`src/rtl/uart_tx.sv`:
```
// UART transmitter driven by a 16x oversample tick: start bit, N_BITS data LSB first, optional parity, stop.
// All outputs come straight from flops, so tx never sees a combinational path from the inputs.
module uart_tx #(
  parameter int N_BITS  = 8,
  parameter int SB_TICK = 16,
  parameter int PARITY  = 0
) (
  input  logic              clk,
  input  logic              reset,
  input  logic              s_tick,
  input  logic              tx_start,
  input  logic [N_BITS-1:0] din,
  output logic              tx_busy,
  output logic              tx_done_tick,
  output logic              tx
);

  // The tick counter widens only when the stop period needs more than 16 ticks.
  localparam int S_W = (SB_TICK > 16) ? $clog2(SB_TICK) : 4;
  localparam int N_W = (N_BITS > 1) ? $clog2(N_BITS) : 1;
  localparam logic [S_W-1:0] S_BIT_LAST  = S_W'(15);
  localparam logic [S_W-1:0] S_STOP_LAST = S_W'(SB_TICK - 1);
  localparam logic [N_W-1:0] N_LAST      = N_W'(N_BITS - 1);

  // state | meaning: IDLE line high | START 16 ticks low | DATA lsb first | PAR parity bit | STOP SB_TICK ticks high
  typedef enum logic [2:0] {IDLE, START, DATA, PAR, STOP} state_t;

  state_t            state_q;
  logic [S_W-1:0]    s_q;
  logic [N_W-1:0]    n_q;
  logic [N_BITS-1:0] sh_q;
  logic              par_q;
  logic              tx_q;
  logic              busy_q;
  logic              done_q;

  always_ff @(posedge clk or posedge reset) begin
    if (reset) begin
      state_q <= IDLE;
      s_q     <= '0;
      n_q     <= '0;
      sh_q    <= '0;
      par_q   <= 1'b0;
      tx_q    <= 1'b1;
      busy_q  <= 1'b0;
      done_q  <= 1'b0;
    end else begin
      done_q <= 1'b0;
      case (state_q)
        IDLE: begin
          tx_q <= 1'b1;
          if (tx_start) begin
            sh_q    <= din;
            // The shift register is consumed during DATA, so parity is fixed at acceptance.
            par_q   <= (PARITY == 2) ? ~(^din) : (^din);
            s_q     <= '0;
            tx_q    <= 1'b0;
            busy_q  <= 1'b1;
            state_q <= START;
          end
        end
        START: begin
          if (s_tick) begin
            if (s_q == S_BIT_LAST) begin
              s_q     <= '0;
              n_q     <= '0;
              tx_q    <= sh_q[0];
              state_q <= DATA;
            end else begin
              s_q <= s_q + S_W'(1);
            end
          end
        end
        DATA: begin
          if (s_tick) begin
            if (s_q == S_BIT_LAST) begin
              s_q  <= '0;
              sh_q <= {1'b0, sh_q[N_BITS-1:1]};
              if (n_q == N_LAST) begin
                if (PARITY != 0) begin
                  tx_q    <= par_q;
                  state_q <= PAR;
                end else begin
                  tx_q    <= 1'b1;
                  state_q <= STOP;
                end
              end else begin
                n_q  <= n_q + N_W'(1);
                tx_q <= sh_q[1];
              end
            end else begin
              s_q <= s_q + S_W'(1);
            end
          end
        end
        PAR: begin
          if (s_tick) begin
            if (s_q == S_BIT_LAST) begin
              s_q     <= '0;
              tx_q    <= 1'b1;
              state_q <= STOP;
            end else begin
              s_q <= s_q + S_W'(1);
            end
          end
        end
        STOP: begin
          tx_q <= 1'b1;
          if (s_tick) begin
            if (s_q == S_STOP_LAST) begin
              s_q     <= '0;
              busy_q  <= 1'b0;
              done_q  <= 1'b1;
              state_q <= IDLE;
            end else begin
              s_q <= s_q + S_W'(1);
            end
          end
        end
        default: begin
          tx_q    <= 1'b1;
          busy_q  <= 1'b0;
          state_q <= IDLE;
        end
      endcase
    end
  end

  assign tx           = tx_q;
  assign tx_busy      = busy_q;
  assign tx_done_tick = done_q;

endmodule

```
`config.mk`:
```
export PLATFORM = sky130hd
export DESIGN_NAME = uart_tx
export DESIGN_NICKNAME = d
export VERILOG_FILES = /design/src/rtl/uart_tx.sv
export SDC_FILE = /design/constraint.sdc
export NUM_CORES = 1
export LEC_CHECK = 0
export CORE_ASPECT_RATIO = 0.75
export CORE_UTILIZATION = 55
export DETAILED_ROUTE_END_ITERATION = 10
export PLACE_DENSITY = 0.79
export RECOVER_POWER = 50
export SETUP_SLACK_MARGIN = 0.3
export SYNTH_ARGS = -nofsm -noshare
export SYNTH_HDL_FRONTEND = slang
export SYNTH_SLANG_ARGS = --single-unit
```
`constraint.sdc`:
```
create_clock -name clk -period 3 [get_ports clk]
set_clock_uncertainty 0.1 [all_clocks]
set_input_delay 0.3 -clock clk [delete_from_list [all_inputs] [get_ports clk]]
set_output_delay 0.3 -clock clk [all_outputs]
set_load 0.01 [all_outputs]
```
==> results of run 1 <==
## flip-flops by register name, summed over array words and instances, names as in the netlist
name          count
tx_done_tick      1
tx_busy           1
n_q               3
sh_q              8
tx                1
s_q               4
state_q           3
## worst min-delay path: stages, from the launching register on
cell     delay [ps]
dfrtp_1         370
nand2_1          60
nand2_1          60
## stage by stage
| stage | std cells | util, % | power [mW] | hold slack (ps) |
|---|---|---|---|---|
| CTS | 148 | 70.2 | 0.877 | 363 |
| detailed placement | 144 | 68.8 | 0.740 | 382 |
| global placement | 144 | 68.8 | 0.722 | 371 |
| floorplan | 113 | - | 0.661 | 176 |
| global route | 148 | 70.2 | 0.932 | 443 |
| finish | 148 | 70.2 | 0.868 | 407 |
## synthesized netlist by cell type (all sizes together), types with 2 or more instances
| cell type | count | share of area, % |
|---|---|---|
| a21oi | 10 | 6.6 |
| and2 | 2 | 1.3 |
| nor2 | 5 | 3.7 |
| and3 | 2 | 1.2 |
| ha | 3 | 3.2 |
| o21ai | 6 | 2.6 |
| o31ai | 2 | 1.7 |
| nor2b | 3 | 1.6 |
| buf | 5 | 4.5 |
| nand3 | 6 | 3.7 |
| o22ai | 9 | 4.8 |
| inv | 13 | 4.2 |
| dfrtp | 20 | 43 |
| nand2 | 12 | 4.1 |
## power groups by stage
stage               Combinational, mW  Clock, mW  Sequential, mW
finish                          0.275      0.135           0.458
global route                    0.311      0.150           0.470
CTS                             0.278      0.141           0.457
detailed placement              0.276          0           0.464
global placement                0.265          0           0.457
floorplan                       0.226          0           0.436
## routing by layer
metal  up-vias  wire length (um)
met5         -                 0
li1        421                 -
met2        11               916
met1       403              1080
met4         0                12
met3         2                67
## worst min-delay path by stage
stage | startpoint | end | slack, ps | cells past startpoint
finish | tx_busy | tx_busy | 410 | 2
global route | tx_busy | tx_busy | 440 | 2
CTS | reset | n_q[1] | 360 | 2
detailed placement | tx_busy | tx_busy | 380 | 2
global placement | tx_busy | tx_busy | 370 | 2
floorplan | reset | n_q[0] | 180 | 1
## kinds of logic after synthesis
family | count (synthesis) | share of synthesized area [%]
buffers and inverters | 18 | 8.73
adders and majority gates | 3 | 3.23
muxes | 2 | 2.15
DFF | 21 | 45.4
AOI/OAI and AO/OA | 34 | 20.8
and+or+nand+nor | 34 | 19.0
xor gates and xnor gates | 1 | 0.754
## area by class of cell
cell class	instances	area (sq um)
fillers	146	552
multi-input cells	74	533
flip-flops and latches	21	527
repair buffers	14	140
inverters	13	48.8
well taps	22	27.5
clock buffers	4	26.3
==> reports/qor.csv, run 1 <==
stage;metric;value;unit
timing;relSlewSlack;46.8;%
pwr;p_leak;0.568;nW
timing;setup_viol_count_final;0;
grt;grt_pass1_vias;835;
setup_path;slowest_stage;dfrtp_1;
setup_path;crit_chain;mux2_2 -> mux2i_2 -> nand2b_4 -> o22ai_1;
setup_path;cp.depth;4;
synthesis;ys_async_sr_fraction;100;%
route;drc;0;
pwr;p_seq_share;52.8;%
grt;use_met3;6.59;%
timing;rsz0062_at_grt;false;
place;gp_congestion;0.816;
clock_tree;cts_tree;built;
die;start_util;62.6;%
pwr;clockPowerShare;15.5;%
die;ios;15;
synthesis;synth.distinct_cells;39;
synthesis;netlist_area;1160;sq um
setup_path;timing.rr.end;s_q[3];
clock_tree;path_clk_slew;110;ps
final_layout;design_area;1300;sq um
synthesis;yosys_most_used_dff;dfrtp_1;
setup_path;cpPeakStageDelay;660;ps
route;drtIter0Drc;10;
pwr;max-vdd-ir-drop;0.000424;V
place;placed_cell_area;1280;sq um
grt;use_met1;30.7;%
setup_path;cp_top_family;multiplexers;
route;drtPass1Iterations;4;
grt;grtUsageTotal;21.6;%
die;rows;13;
die;die_w;55.1;um
pwr;swShare;34.7;%
clock_tree;cts_sinks;21;
place;post-place-ws;1080;ps
die;coreArea;1850;sq um
route;ant_nets;0;
pwr;cellInternalPower;0.566;mW
die;die_area;2300;sq um
place;dpl.hpwl;1.58;mm
setup_path;reg2reg_setup_slack;1160;ps
route;drt-total-wl;2.08;mm
synthesis;synth_seq_cells;21;
timing;min_period;1840;ps
setup_path;worstPathMaxFanout;11;
clock_tree;worstSkewPairLatency;300;ps
clock_tree;cts_hold_buf;0;
timing;fmax;543;MHz
route;num_vias;837;
die;die_h;41.8;um
clock_tree;cts_max_level;1;
final_layout;layout_commonest_cell;dfrtp_1;
final_layout;fin_nets;142;
synthesis;avgSynthCellArea;10.3;sq um
setup_path;crit_end;s_q[3];
setup_path;reg2reg_from;state_q[2];
setup_path;end_kind;flip-flop;
route;drt-wirelength-per-cell;14.0;um
setup_path;crit_start;state_q[2];
timing;hold_viol;0;
timing;tightest_slew;797;ps
clock_tree;clockRootBuffer;clkbuf_4;
final_layout;final_cell_mix;dfrtp_1 (20), inv_1 (13), clkdlybuf4s50_1 (13);
grt;grt.busiest_layer;met2;
synthesis;ys_warn_count;0;
clock_tree;clk_path_buf_depth;2;
synthesis;netlist_instances;113;
setup_path;crit_required;3090;ps
outcome;status;finished clean;
timing;fin_setup_tns;0;ps
final_layout;drive_gt1_share;18.3;%
setup_path;ff2ff_path_depth;4;
pwr;p_sw;0.301;mW
setup_path;startpoint_type;flip-flop;
grt;met2_usage;32.0;%
place;io_buffers;14;
final_layout;synthToLayoutAreaGrowth;12.2;%
synthesis;synth-edff-count;0;
final_layout;antenna_cells;0;
timing;setup_ws;1160;ps
synthesis;syn-num-nets;128;
grt;grt_max_degree;22;
job;max_cap_violations;0;
route;routed_via_density;5.66;
pwr;combPwrFrac;31.7;%
grt;antenna_found_initial;0;
setup_path;worstPathBufferInverterCount;0;
timing;period_share;61.4;%
clock_tree;cts_made_buffers;3;
min_path;hold_class;reg2reg;
setup_path;crit_arrival;1930;ps
grt;grt_pass1_wl;3.56;mm
clock_tree;cts_setup_buffers;0;
grt;overflow;0;
setup_path;critPathKind;reg2reg;
synthesis;yosysSeqAreaShare;45.4;%
pwr;power.density;666;nW/um^2
timing;slew_viol_final;0;
clock_tree;cts_resized;0;
Power figures use the tool's default switching activity.
==> run 2: changes to the inputs <==
Settings changed: CORE_UTILIZATION 55 to 53, PLACE_DENSITY 0.79 to 0.77.
Clock period 3 ns to 1.9 ns, I/O delays scaled along.
==> run 2 against run 1 <==
  * Non-clock buffer count up 9
  * Maximum frequency up 16%
  * Setup slack worse by 840 ps
  * Critical path depth up 1
==> reports/qor.csv, run 2 (synthesis results as in run 1) <==
stage;metric;value;unit
final_layout;layout_commonest_cell;dfrtp_1;
timing;slew_viol_final;0;
place;gp_congestion;0.782;
timing;period_share;83.4;%
timing;setup_viol_count_final;0;
die;coreArea;2030;sq um
pwr;max-vdd-ir-drop;0.000825;V
timing;relSlewSlack;66.9;%
place;post-place-ws;140;ps
final_layout;regMostFlops;sh_q;
die;die_area;2380;sq um
pwr;power;1.42;mW
clock_tree;cts_max_level;1;
timing;hold_viol;0;
grt;antenna_found_initial;0;
setup_path;crit_chain;ha_1 -> and4_4 -> nand3_4 -> and2_4 -> a21oi_2;
final_layout;design_area;1400;sq um
clock_tree;path_clk_slew;110;ps
timing;setup_ws;315;ps
min_path;hold_class;in2async;
grt;grt_pass1_vias;821;
route;drtPass1Iterations;4;
setup_path;worstPathMaxFanout;9;
clock_tree;worstSkewPairLatency;310;ps
final_layout;final_cell_mix;dfrtp_1 (20), inv_1 (13), clkdlybuf4s50_1 (12);
route;drtIter0Drc;26;
clock_tree;clockRootBuffer;clkbuf_4;
clock_tree;cts_made_buffers;3;
setup_path;cp_top_family;simple AND/OR/NAND/NOR gates;
die;ios;15;
route;ant_nets;0;
timing;whs;225;ps
final_layout;synthToLayoutAreaGrowth;20.5;%
route;drt-total-wl;2.25;mm
place;placed_cell_area;1320;sq um
setup_path;worstPathBufferInverterCount;0;
place;place_inst;152;
pwr;p_leak;0.606;nW
die;die_w;56.0;um
setup_path;cpPeakStageDelay;390;ps
clock_tree;cts_sinks;21;
route;routed_via_density;5.60;
clock_tree;clk_path_buf_depth;2;
final_layout;reg_top3;sh_q (8), s_q (4);
grt;grt_max_degree;15;
place;io_buffers;14;
outcome;status;finished clean;
route;drc;0;
clock_tree;cts_hold_buf;0;
pwr;power.density;1020;nW/um^2
final_layout;final_util;68.8;%
clock_tree;cts_tree;built;
final_layout;drive_gt1_share;25.9;%
route;num_vias;890;
timing;fmax;631;MHz
setup_path;crit_arrival;1730;ps
setup_path;slowest_stage;dfrtp_1;
timing;rsz0062_at_grt;true;
timing;tightest_slew;496;ps
setup_path;startpoint_type;flip-flop;
final_layout;fin_cells;159;
grt;grt_pass1_wl;3.78;mm
die;rows;14;
setup_path;critPathKind;reg2reg;
grt;overflow;0;
final_layout;fin_nets;151;
die;die_h;42.5;um
die;start_util;57.1;%
place;dpl.hpwl;1.66;mm
route;drt-wirelength-per-cell;14.1;um
final_layout;antenna_cells;0;
final_layout;largest_register_ff_count;8;
timing;fin_setup_tns;0;ps
job;max_cap_violations;0;
grt;grtUsageTotal;21.1;%
setup_path;end_kind;flip-flop;
timing;min_period;1580;ps
setup_path;crit_required;2050;ps
-- run 2: final timing paths --
| check | end | slack, ps | startpoint | cells after the start |
|---|---|---|---|---|
| worst max-delay path | sh_q[5] | 320 | s_q[1] | 5 |
| worst min-delay path | sh_q[5] | 220 | reset | 2 |
| worst max register to register | sh_q[5] | 320 | s_q[1] | 5 |
| worst min register to register | tx_busy | 400 | tx_busy | 2 |
| max in group asynchronous | state_q[2] | 720 | reset | 3 |
| min in group clk | sh_q[7] | 370 | din[7] | 3 |
-- run 2: timing repair --
item                                   CTS  global route
pin swaps                                4             4
endpoints found under the hold margin    0             0
setup endpoints to repair               12            12
gates cloned                             0             0
resized for setup                        7             2
setup buffers                            2             1
-- run 2: where the power goes --
group / total (mW) / leakage, nW / switching (mW) / internal, mW
clock network: 0.215 / 0.0150 / 0.133 / 0.0821
registers: 0.710 / 0.250 / 0.113 / 0.598
logic: 0.495 / 0.341 / 0.252 / 0.244
-- run 2: final cells by class --
cell class / count / area [sq um]
inverter: 13 / 48.8
sequential: 21 / 527
timing repair buffer: 23 / 203
clock buffer: 4 / 26.3
tap: 24 / 30.0
multi-input combinational: 74 / 564
fill: 152 / 633
-- run 2: per-layer routing --
metal  GRT usage [%]  routed length (um)
met4            5.85                  21
met2            33.3                1010
met1            28.9                1120
met3            5.56                  93
met5               0                   0
==> run 3: changes to the inputs <==
Clock period 1.9 ns to 1.5 ns, I/O delays scaled along.
==> run 3 against run 2 <==
  * The run now ends with setup timing left
  * Combinational power grew 110%
  * Clock-buffer cell count is the same
  * Maximum frequency grew 3.7%
  * Total power grew 58%
  * Register-to-register slack lost 340 ps
  * Via count grew 18%
  * Final cell count grew 13%
  * Setup slack lost 340 ps
  * Non-clock buffer count grew 19
  * Largest cell class unchanged
  * Largest power group is now combinational logic
  * Highest routed layer unchanged
==> reports/qor.csv, run 3 (synthesis results as in run 1) <==
stage;metric;value;unit
pwr;cellInternalPower;1.38;mW
grt;overflow;0;
timing;min_period;1530;ps
job;max_cap_violations;0;
final_layout;final_util;86.9;%
final_layout;final_cell_mix;buf_4 (20), dfrtp_1 (18), inv_1 (12);
die;coreArea;2030;sq um
timing;fin_setup_tns;-105;ps
place;dpl.hpwl;1.84;mm
setup_path;crit_start;n_q[1];
die;die_h;42.5;um
timing;tightest_slew;548;ps
pwr;swShare;38.7;%
die;die_w;56.0;um
timing;setup_viol_count_final;8;
pwr;p_sw;0.870;mW
setup_path;crit_required;1610;ps
grt;grt_pass1_wl;4.96;mm
clock_tree;cts_sinks;21;
grt;grtUsageTotal;27.7;%
final_layout;multiInputGateArea;761;sq um
clock_tree;path_clk_slew;130;ps
clock_tree;clk_path_buf_depth;2;
place;placed_cell_area;1460;sq um
timing;hold_viol;0;
route;drt-total-wl;3.56;mm
pwr;clockPowerShare;13.1;%
final_layout;antenna_cells;0;
route;ant_nets;0;
route;drt-wirelength-per-cell;19.9;um
die;ios;15;
final_layout;regArea;529;sq um
die;start_util;57.1;%
final_layout;design_area;1770;sq um
outcome;status;complete, but fails checks;
pwr;max-vdd-ir-drop;0.000920;V
pwr;combPwrFrac;46.0;%
route;num_vias;1052;
grt;grt_pass1_vias;1055;
clock_tree;clockRootBuffer;clkbuf_4;
final_layout;layout_commonest_cell;buf_4;
route;drc;0;
timing;rsz0062_at_grt;true;
setup_path;critPathKind;reg2reg;
timing;relSlewSlack;63.4;%
grt;antenna_found_initial;0;
final_layout;largest_register_ff_count;8;
clock_tree;cts_made_buffers;3;
grt;grt_max_degree;22;
setup_path;reg2reg_from;n_q[1];
outcome;violations;setup timing;
route;drtIter0Drc;17;
pwr;p_leak;0.750;nW
route;drtPass1Iterations;4;
place;io_buffers;14;
final_layout;drive_gt1_share;54.2;%
timing;setup_ws;-27.8;ps
final_layout;synthToLayoutAreaGrowth;52.0;%
pwr;power.density;1270;nW/um^2
final_layout;regMostFlops;sh_q;
setup_path;end_kind;flip-flop;
die;die_area;2380;sq um
clock_tree;cts_hold_buf;0;
die;rows;14;
setup_path;worstPathMaxFanout;6;
final_layout;fin_nets;171;
min_path;hold_class;in2reg;
timing;slew_viol_final;0;
clock_tree;cts_tree;built;
final_layout;reg_top3;sh_q (8), s_q (4);
setup_path;startpoint_type;flip-flop;
timing;fmax;655;MHz
setup_path;crit_arrival;1640;ps
place;gp_congestion;0.771;
clock_tree;worstSkewPairLatency;320;ps
clock_tree;cts_max_level;1;
timing;period_share;102;%
route;routed_via_density;5.88;
final_layout;fillers;88;
pwr;p_seq_share;41.0;%
min_path;hp-start;din[7];
run 3: path summary, 6_finish.rpt:
path	endpoint	slack (ps)	cells after the start
min in group asynchronous	sh_q[7]	300	3
max	n_q[0]	-30	5
max in group asynchronous	state_q[1]	610	3
max reg2reg	n_q[0]	-30	5
min reg2reg	tx_busy	430	2
min	sh_q[7]	260	3
run 3: critical path, cell delays in order (launching register included):
cell and delay, ps:
dfrtp_1 410, ha_2 200, ha_4 170, nor3b_4 240
o211ai_4 140, a21o_1 180
run 3: area by class of cell:
type                            count  share of cell area [%]
Clock buffer                        4                    1.49
Inverter                           13                    2.76
Multi-Input combinational cell     75                    43.1
Sequential cell                    21                    30.0
Tap cell                           24                    1.70
Timing Repair Buffer               42                    21.0
run 3: timing repair:
item                       in CTS  in global routing
cloned                          1                  0
buffers inserted                5                  4
setup endpoints to repair      24                 23
resized for setup              34                 22
pin swaps                      19                  8
run 3: power by group through the flow:
stage                     clock, mW  sequential [mW]  combinational, mW
after global routing          0.315            0.930               1.11
after CTS                     0.289            0.892              0.851
final                         0.294            0.922               1.03
after global placement            0            0.881              0.713
after detailed placement          0            0.897              0.755
after floorplan                   0            0.873              0.479
run 3: through the flow:
stage	setup slack (ps)	hold slack (ps)	total power [mW]	cells
2_1_floorplan	-31.3	25.8	1.35	113
3_3_place_gp	-61.0	361	1.59	165
3_5_place_dp	-89.5	360	1.65	165
4_1_cts	16.7	92.5	2.03	175
5_1_grt	-80.0	303	2.36	179
6_report	-27.8	263	2.25	179
run 3: metal layers:
layer	share of wire, %	vias to the layer above	global-route usage (%)	wire, um
met5	0	-	0	0
met2	51	36	46.2	1820
met3	4.5	8	7.41	159
met4	2.0	0	7.32	72
li1	-	482	-	-
met1	42	526	35.9	1500
